$ cat src/rtl/rotate_pkg.sv
// Shared defaults and width helpers for the unit-granular left rotator.
package rotate_pkg;

   localparam int unsigned UNITW = 8;
   localparam int unsigned GROUP = 4;

   // Offset field width for a word of g units; never narrower than one bit.
   function automatic int unsigned offset_width(input int unsigned g);
      return (g < 2) ? 1 : $clog2(g);
   endfunction

   typedef logic [$clog2(GROUP)-1:0] offset_t;

endpackage

$ cat src/rtl/rotate_left_if.sv
// Input word/offset and registered result bundle for rotate_left.
interface rotate_left_if
   import rotate_pkg::*;
#(
   parameter int unsigned unitw = UNITW,
   parameter int unsigned group = GROUP
) ();

   localparam int unsigned WW = offset_width(group);

   logic                   in_valid;
   logic [WW-1:0]          in_w;
   logic [unitw*group-1:0] in_a;
   logic                   out_valid;
   logic [unitw*group-1:0] out_y;

   modport master (output in_valid, in_w, in_a, input out_valid, out_y);
   modport slave  (input in_valid, in_w, in_a, output out_valid, out_y);

endinterface

$ cat src/rtl/rotate_left_stage.sv
// One barrel stage: rotates the word left by `shift` units when its offset bit is set.
// With ROTATE_LEFT_STAGED_EN defined the stage output is registered.
module rotate_left_stage
   import rotate_pkg::*;
#(
   parameter int unsigned unitw = UNITW,
   parameter int unsigned group = GROUP,
   parameter int unsigned shift = 1
) (
`ifdef ROTATE_LEFT_STAGED_EN
   input  logic                       clk,
   input  logic                       rst,
`endif
   input  logic                       in_valid,
   input  logic [$clog2(group)-1:0]   in_w,
   input  logic [unitw*group-1:0]     in_a,
   output logic                       out_valid,
   output logic [$clog2(group)-1:0]   out_w,
   output logic [unitw*group-1:0]     out_a
);

   localparam int unsigned N   = unitw * group;
   localparam int unsigned BIT = $clog2(shift);

   logic [N-1:0] rot;

   always_comb begin
      rot = in_a;
      if (in_w[BIT])
         rot = (in_a << (shift * unitw)) | (in_a >> ((group - shift) * unitw));
   end

`ifdef ROTATE_LEFT_STAGED_EN
   // Data and offset only advance with a valid word so an idle pipe keeps its last result.
   always_ff @(posedge clk or posedge rst) begin
      if (rst) begin
         out_valid <= 1'b0;
         out_w     <= '0;
         out_a     <= '0;
      end else begin
         out_valid <= in_valid;
         if (in_valid) begin
            out_w <= in_w;
            out_a <= rot;
         end
      end
   end
`else
   assign out_valid = in_valid;
   assign out_w     = in_w;
   assign out_a     = rot;
`endif

endmodule

$ cat src/rtl/rotate_left.sv
// Unit-granular left rotator: out_y = in_a rotated toward the MSB by in_w units.
// Build option ROTATE_LEFT_STAGED_EN registers every barrel stage (latency WW instead of 1).
module rotate_left
   import rotate_pkg::*;
#(
   parameter int unsigned unitw = UNITW,
   parameter int unsigned group = GROUP
) (
   input  logic          clk,
   input  logic          rst,
   rotate_left_if.slave  bus
);

   localparam int unsigned N  = unitw * group;
   localparam int unsigned WW = offset_width(group);

   logic [N-1:0]  a_s [0:WW];
   logic [WW-1:0] w_s [0:WW];
   logic          v_s [0:WW];

   assign a_s[0] = bus.in_a;
   assign w_s[0] = bus.in_w;
   assign v_s[0] = bus.in_valid;

   for (genvar s = 0; s < WW; s++) begin : g_stage
      rotate_left_stage #(
         .unitw (unitw),
         .group (group),
         .shift (1 << s)
      ) u_stage (
`ifdef ROTATE_LEFT_STAGED_EN
         .clk       (clk),
         .rst       (rst),
`endif
         .in_valid  (v_s[s]),
         .in_w      (w_s[s]),
         .in_a      (a_s[s]),
         .out_valid (v_s[s+1]),
         .out_w     (w_s[s+1]),
         .out_a     (a_s[s+1])
      );
   end

`ifdef ROTATE_LEFT_STAGED_EN
   assign bus.out_valid = v_s[WW];
   assign bus.out_y     = a_s[WW];
`else
   logic         valid_q;
   logic [N-1:0] y_q;

   always_ff @(posedge clk or posedge rst) begin
      if (rst) begin
         valid_q <= 1'b0;
         y_q     <= '0;
      end else begin
         valid_q <= v_s[WW];
         if (v_s[WW])
            y_q <= a_s[WW];
      end
   end

   assign bus.out_valid = valid_q;
   assign bus.out_y     = y_q;
`endif

endmodule

$ cat src/flat_wrapper.sv
// flat-port wrapper written by rule: the top's interface ports become plain ports
module rotate_left_flat import rotate_pkg::*;
#(
   parameter int unsigned unitw = UNITW,
   parameter int unsigned group = GROUP
)
  (clk, rst, bus_in_valid, bus_in_w, bus_in_a, bus_out_valid, bus_out_y);
  rotate_left_if #(.unitw(unitw), .group(group)) bus_i ();
  input  logic clk;
  input  logic rst;
  input wire logic [$bits(bus_i.in_valid)-1:0] bus_in_valid;
  input wire logic [$bits(bus_i.in_w)-1:0] bus_in_w;
  input wire logic [$bits(bus_i.in_a)-1:0] bus_in_a;
  output wire logic [$bits(bus_i.out_valid)-1:0] bus_out_valid;
  output wire logic [$bits(bus_i.out_y)-1:0] bus_out_y;
  assign bus_i.in_valid = bus_in_valid;
  assign bus_i.in_w = bus_in_w;
  assign bus_i.in_a = bus_in_a;
  assign bus_out_valid = bus_i.out_valid;
  assign bus_out_y = bus_i.out_y;
  rotate_left #(.unitw(unitw), .group(group)) u_core (.clk(clk), .rst(rst), .bus(bus_i));
endmodule
$ cat config.mk
export PLATFORM = sky130hd
export DESIGN_NAME = rotate_left_flat
export DESIGN_NICKNAME = d
export VERILOG_FILES = /design/src/rtl/rotate_pkg.sv /design/src/rtl/rotate_left_if.sv /design/src/rtl/rotate_left_stage.sv /design/src/rtl/rotate_left.sv /design/src/flat_wrapper.sv
export SDC_FILE = /design/constraint.sdc
export NUM_CORES = 1
export LEC_CHECK = 0
export CORE_MARGIN = 2
export CORE_UTILIZATION = 35
export DETAILED_ROUTE_END_ITERATION = 8
export GPL_TIMING_DRIVEN = 0
export PLACE_DENSITY = 0.67
export REMOVE_ABC_BUFFERS = 1
export SYNTH_ARGS = -nofsm -noshare
export SYNTH_HDL_FRONTEND = slang
export SYNTH_SLANG_ARGS = --single-unit
$ cat constraint.sdc
create_clock -name clk -period 1 [get_ports clk]
set_input_delay 0.1 -clock clk [delete_from_list [all_inputs] [get_ports clk]]
set_output_delay 0.1 -clock clk [all_outputs]
set_load 0.02 [all_outputs]
==> impl_metrics.json <==
{
  "outcome": "finished, final reports clean",
  "grt_max_degree": 39,
  "rsz0062_at_grt": "false",
  "io_buffers": 69,
  "path_buf_inv": 1,
  "yosysWarnings": 0,
  "end_kind": "output pin",
  "syn_to_final_growth_pct": 40.6,
  "reg2reg_depth": 2,
  "clock_skew_ns": 0,
  "cts_root_buf": "clkbuf_8",
  "critPathSlowestCell": "dfrtp_1",
  "worst-setup-path-type": "reg -> out",
  "r2r-end": "u_core.bus.out_y[4]$_DFFE_PP0P_",
  "leakage_uw": 0.00109,
  "cp_max_fo": 2,
  "drc": 0,
  "cts.htree.levels": 2,
  "grt_antenna_before_repair": 0,
  "grt_usage_pct": 18.1,
  "worst-slew-pin-transition_ns": 0.721,
  "via_per_inst": 5.40,
  "total_power_uw": 3900,
  "hold_viol_final": 0,
  "die_area_sq_um": 5490,
  "clk_path_buf_depth": 2,
  "tns_ns": 0,
  "powerDensity_nw_per_um2": 1610,
  "synth_area_sq_um": 1720,
  "post_cts_resized": 147,
  "synth.distinct_cells": 10,
  "synth_top_area_cell": "dfrtp_1",
  "path_depth": 1,
  "grt_pass1_wl_microns": 7500,
  "numCtsBuffers": 5,
  "clk_latency_ns": 0.28,
  "gp_congestion": 0.788,
  "hold_start": "bus_in_valid",
  "cpPeakStageDelay_ns": 0.40,
  "nNetsFinal": 248,
  "cts-hold-fix-buffers": 0,
  "die_h_microns": 74.1,
  "coreArea_sq_um": 4720,
  "clock_sinks": 33,
  "required_ns": 0.90,
  "grt_overflow": 0,
  "post_drt_wl_per_cell_microns": 17.3,
  "timing.rr.start": "u_core.bus.out_y[4]$_DFFE_PP0P_",
  "hpwl_microns": 3070,
  "die_w_microns": 74.1,
  "finalSetupViolations": 0,
  "ant_nets": 0,
  "drtIter0Drc": 56,
  "irDropWorstVdd_v": 0.000869,
  "path_cells": "buf_2",
  "min_path_cells": 1,
  "syn_avg_cell_area_sq_um": 11.9,
  "yosysSeqAreaShare_pct": 48.0,
  "cpLargestDelayFamily": "flip-flops",
  "vias": 1507,
  "drv_slew": 0,
  "syn_inst": 145,
  "slew_headroom_pct": 51.8,
  "hold_class": "in -> reg",
  "regToRegSetupSlack_ns": 0.29,
  "fmax_mhz": 1040,
  "grt_pass1_vias": 1468,
  "worstPathArrival_ns": 0.86,
  "cts_tree": "built",
  "wl_microns": 4830,
  "post_cts_buffers": 0,
  "max_cap_viol_count": 0,
  "startpoint_type": "flip-flop",
  "rows": 25,
  "start_util_pct": 36.4,
  "yosysTopAreaCellShare_pct": 48.0,
  "whs_ns": 0.168,
  "first_pass_iters": 4,
  "drive_gt1_share_pct": 22.6,
  "path_clk_slew_ns": 0.07,
  "worstHoldEndpoint": "u_core.bus.out_valid$_DFF_PP0_",
  "period_needed_ns": 0.957,
  "timing.final.crit_share_pct": 95.7,
  "ys_ff_latch": 33,
  "io_pins": 70,
  "antenna_cells": 0,
  "yosys-top-cells-area": "dfrtp_1 48%, mux2i_1 19%, o221ai_1 16%, nand2b_1 12%, buf_6 2.0%"
}
## registers in the layout, indices dropped and copies added, names as in the netlist
name / cells
u_core.bus.out_y: 32
u_core.bus.out_valid: 1
## cell families (layout without fill, tap and decap cells)
| group | after synthesis | in the layout | share of synthesized area [%] |
|---|---|---|---|
| multiplexers | 32 | 32 | 18.6 |
| AO/OA/AOI/OAI | 32 | 32 | 16.3 |
| AND/OR/NAND/NOR | 34 | 37 | 12.2 |
| flip-flops | 33 | 33 | 48.0 |
| buffers and inverters | 14 | 78 | 4.87 |
## cells in the final DEF, fill, tap and decap left out
master / instances
buf_4: 2
buf_2: 33
dlygate4sd2_1: 1
mux2i_1: 32
nand2b_1: 32
o221ai_1: 32
nand2b_4: 2
nand2_8: 1
dfrtp_1: 33
clkbuf_1: 1
clkinvlp_4: 1
clkbuf_8: 6
bufinv_16: 1
clkdlybuf4s50_1: 33
nand2b_2: 2
## power by group
group,total [uW],internal (uW),switching [uW]
Sequential,1580,1500,84.5
Combinational,1000,426,578
Clock,1310,812,496
Total,3900,2740,1160
## cells in the mapped netlist (all sizes together)
cell	count
inv	1
nand2b	33
o221ai	32
dfrtp	33
mux2i	32
clkbuf	5
buf	8
nand2	1
## routing by layer
layer  vias up  track usage [%]  part of all wire [%]
met5         -                0                     0
met4         0             3.64                   1.1
met3         8             3.52                   5.1
met2        52             32.2                    52
met1       756             22.9                    42
li1        691                -                     -
## final cells by class
class	count	area [sq um]
fill	411	2300
clock buffer	7	86.3
inverter	1	7.51
timing repair buffer	69	519
clock inverter	1	30.0
sequential	33	826
tap	67	83.8
multi-input combinational	101	866
## stage by stage
| step | cell area (sq um) | std cells | setup slack [ns] | utilization (%) |
|---|---|---|---|---|
| final | 2420 | 279 | 0.0426 | 51.2 |
| after global routing | 2420 | 279 | 0.00692 | 51.2 |
| after CTS | 2420 | 279 | 0.0426 | 51.2 |
| after detailed placement | 2410 | 268 | -1.80 | 51.0 |
| after global placement | 2410 | 268 | -1.65 | 51.1 |
| after floorplan | 1640 | 132 | -0.0751 | - |
## worst max path at each step
stage                                       endpoint                              from  slack (ns)
floorplan            u_core.bus.out_y[0]$_DFFE_PP0P_                       bus_in_w[1]       -0.08
global placement    u_core.bus.out_y[13]$_DFFE_PP0P_                      bus_in_valid       -1.65
detailed placement  u_core.bus.out_y[24]$_DFFE_PP0P_                      bus_in_valid       -1.80
CTS                                    bus_out_y[28]  u_core.bus.out_y[28]$_DFFE_PP0P_        0.04
global route        u_core.bus.out_y[20]$_DFFE_PP0P_                       bus_in_w[0]       0.007
finish                                 bus_out_y[28]  u_core.bus.out_y[28]$_DFFE_PP0P_        0.04
(Power assumes the default switching activity.)
==> RTL edit (config.mk and constraints unchanged) <==
The option `ROTATE_LEFT_STAGED_EN` is turned on by a define.
--- a/src/rtl/rotate_left_stage.sv
+++ b/src/rtl/rotate_left_stage.sv
@@ -1,5 +1,7 @@
 // One barrel stage: rotates the word left by `shift` units when its offset bit is set.
 // With ROTATE_LEFT_STAGED_EN defined the stage output is registered.
+`define ROTATE_LEFT_STAGED_EN
+
 module rotate_left_stage
    import rotate_pkg::*;
 #(
Formal check against the unedited RTL: not equivalent (Yosys sat finds a counterexample within 4 cycles, from zero or initial values and one cycle with rst high).
==> RTL edit against the unedited design <==
- first-iteration DRC count is 43% higher
- non-clock buffer count is 28 higher
- register-to-register slack worse by 390 ps
- combinational power is 91% higher
- global-route usage is 4.9 points lower
- total power is 99% higher
- final area is 78% higher
- critical endpoint is now u_core.g_stage[0].u_stage.out_w[1]
- hold slack worse by 6.8 ps
- wire length is 37% higher
- the run now ends with negative setup slack left
- critical path depth is 1 higher
- sequential cell count is 34 higher
- setup slack worse by 140 ps
- area after synthesis is 93% higher
==> RTL edit: results (changes against the unedited design) <==
* Worst reg2reg path startpoint: u_core.g_stage[0].u_stage.out_w[1]
* TNS Setup at -2231 ps (-2231 ps)
* GPL Wtd Cong at 0.7060 (-10%)
* CTS Buf Count at 9 (+4)
* Layout Cells excl Fill at 503 (+80%)
* Detailed Place HPWL at 4.224 mm (+38%)
* LEAKAGE at 1.932 nW (+77%)
* Setup ws final at -98.73 ps (-141.3 ps)
* Crit path arrival time at 1320 ps (+460 ps)
* Detailed-route via count at 2283 (+51%)
* Register area share after synthesis at 0.5039 (+0.02395)
* Outcome: finished with violations
* Dpl cell area at 0.003805 mm² (+58%)
* Clock Latency Late Sink at 340 ps (+60 ps)
* Layout cell share with drive strength beyond 1 at 0.2299 (+0.003531)
* Fill cells at 880 (+110%)
* Global-route wire length before repair at 10.56 mm (+41%)
* Top cells by area, synth: dfrtp_1 (50%), mux2i_1 (19%), a21oi_1 (9.6%), buf_4 (7.2%), nor2_1 (7.2%)
* Post-Syn Area per Cell at 10.56 µm² (-11%)
* Largest net degree at the start of global routing at 41 (+5.1%)
* # setup viols final at 33 (+33)
* Clock Skew at 8.279 ps (+8.279 ps)
* Initial DRC Count at 80 (+43%)
* VDD IR max at 0.0007531 V (-13%)
* Failing checks: negative setup slack
* Nets at 406 (+64%)
* Total Routing Usage GR at 0.1324 (-0.04867)
* H-tree depth at 3 (+1)
* Crit path max fanout at 16 (+14)
* R2r endpoint: u_core.g_stage[0].u_stage.out_w[1]
* WL/cell at 13.14 µm (-24%)
* Post-synth cell types at 13 (+3)
* Hold WC Path Type: input port to asynchronous set/reset pin
-- RTL edit: changes by cell type in the layout (fill, tap and decap cells not counted), moves of 30 or more --
cell and change:
a21oi_1 +64, buf_2 -30, dfrtp_1 +32, nand2b_1 -32, nor2_1 +64, o221ai_1 -32
-- RTL edit: timing repair --
| item | in CTS | in global routing |
|---|---|---|
| resized for setup | 172 | 28 |
| pin swaps | 6 | 2 |
| hold buffers | 0 | 0 |
| setup buffers | 12 | 13 |
| endpoints found under the setup margin | 77 | 65 |
-- RTL edit: power breakdown --
group	internal, mW	total (mW)	switching, mW
registers	3.06	3.33	0.268
clock network	1.47	2.51	1.04
logic	1.03	1.91	0.876
-- RTL edit: worst max-delay path, cell delays in order, from the launching register on --
cell and delay, ps:
dfrtp_4 530, buf_16 180, mux2_2 270
-- RTL edit: worst max-delay path by stage --
stage	end	start	cells past startpoint
after floorplan	u_core.g_stage[0].u_stage.out_a[0]	rst	1
after global placement	u_core.g_stage[1].u_stage.out_a[7]	rst	2
after detailed placement	u_core.g_stage[1].u_stage.out_a[23]	u_core.g_stage[0].u_stage.out_w[1]	2
after CTS	u_core.g_stage[0].u_stage.out_w[1]	u_core.g_stage[0].u_stage.out_w[1]	2
after global routing	u_core.g_stage[1].u_stage.out_a[29]	u_core.g_stage[0].u_stage.out_w[1]	3
final	u_core.g_stage[0].u_stage.out_w[1]	u_core.g_stage[0].u_stage.out_w[1]	2
-- RTL edit: cell families after synthesis --
logic type             after synthesis  share of synthesized area
buffers and inverters               55                     0.1316
DFF                                 67                     0.5039
muxes                               65                     0.1959
and+or+nand+nor                     64                    0.07221
AOI/OAI and AO/OA                   64                    0.09628
-- RTL edit: final cells by class --
cell class                      count  area [µm²]  share of cell area
Multi-Input combinational cell    193        1224              0.2846
Tap cell                          129       161.4             0.03754
Clock buffer                       10       137.6             0.03201
Clock inverter                      6       88.84             0.02066
Timing Repair Buffer               97       999.7              0.2325
Inverter                            1       3.754           0.0008731
Sequential cell                    67        1684              0.3917
-- RTL edit: stage by stage --
| step | power (mW) | hold slack [ps] | utilization | setup slack, ps |
|---|---|---|---|---|
| after CTS | 7.628 | 158.6 | 0.4450 | -90.53 |
| after global routing | 8.185 | 212.0 | 0.4653 | -157.2 |
| final | 7.752 | 161.1 | 0.4653 | -98.73 |
| after global placement | 4.937 | 504.7 | 0.4053 | -1864 |
| after detailed placement | 4.977 | 511.5 | 0.4118 | -513.4 |
| after floorplan | 4.150 | 131.4 | - | -783.2 |
-- RTL edit: metal layers --
layer,GRT usage,share of wire,vias up
met5,0,0,-
met4,0.06549,0.013,0
met3,0.02761,0.042,7
met2,0.2124,0.49,60
met1,0.1702,0.46,1074
li1,-,-,1142
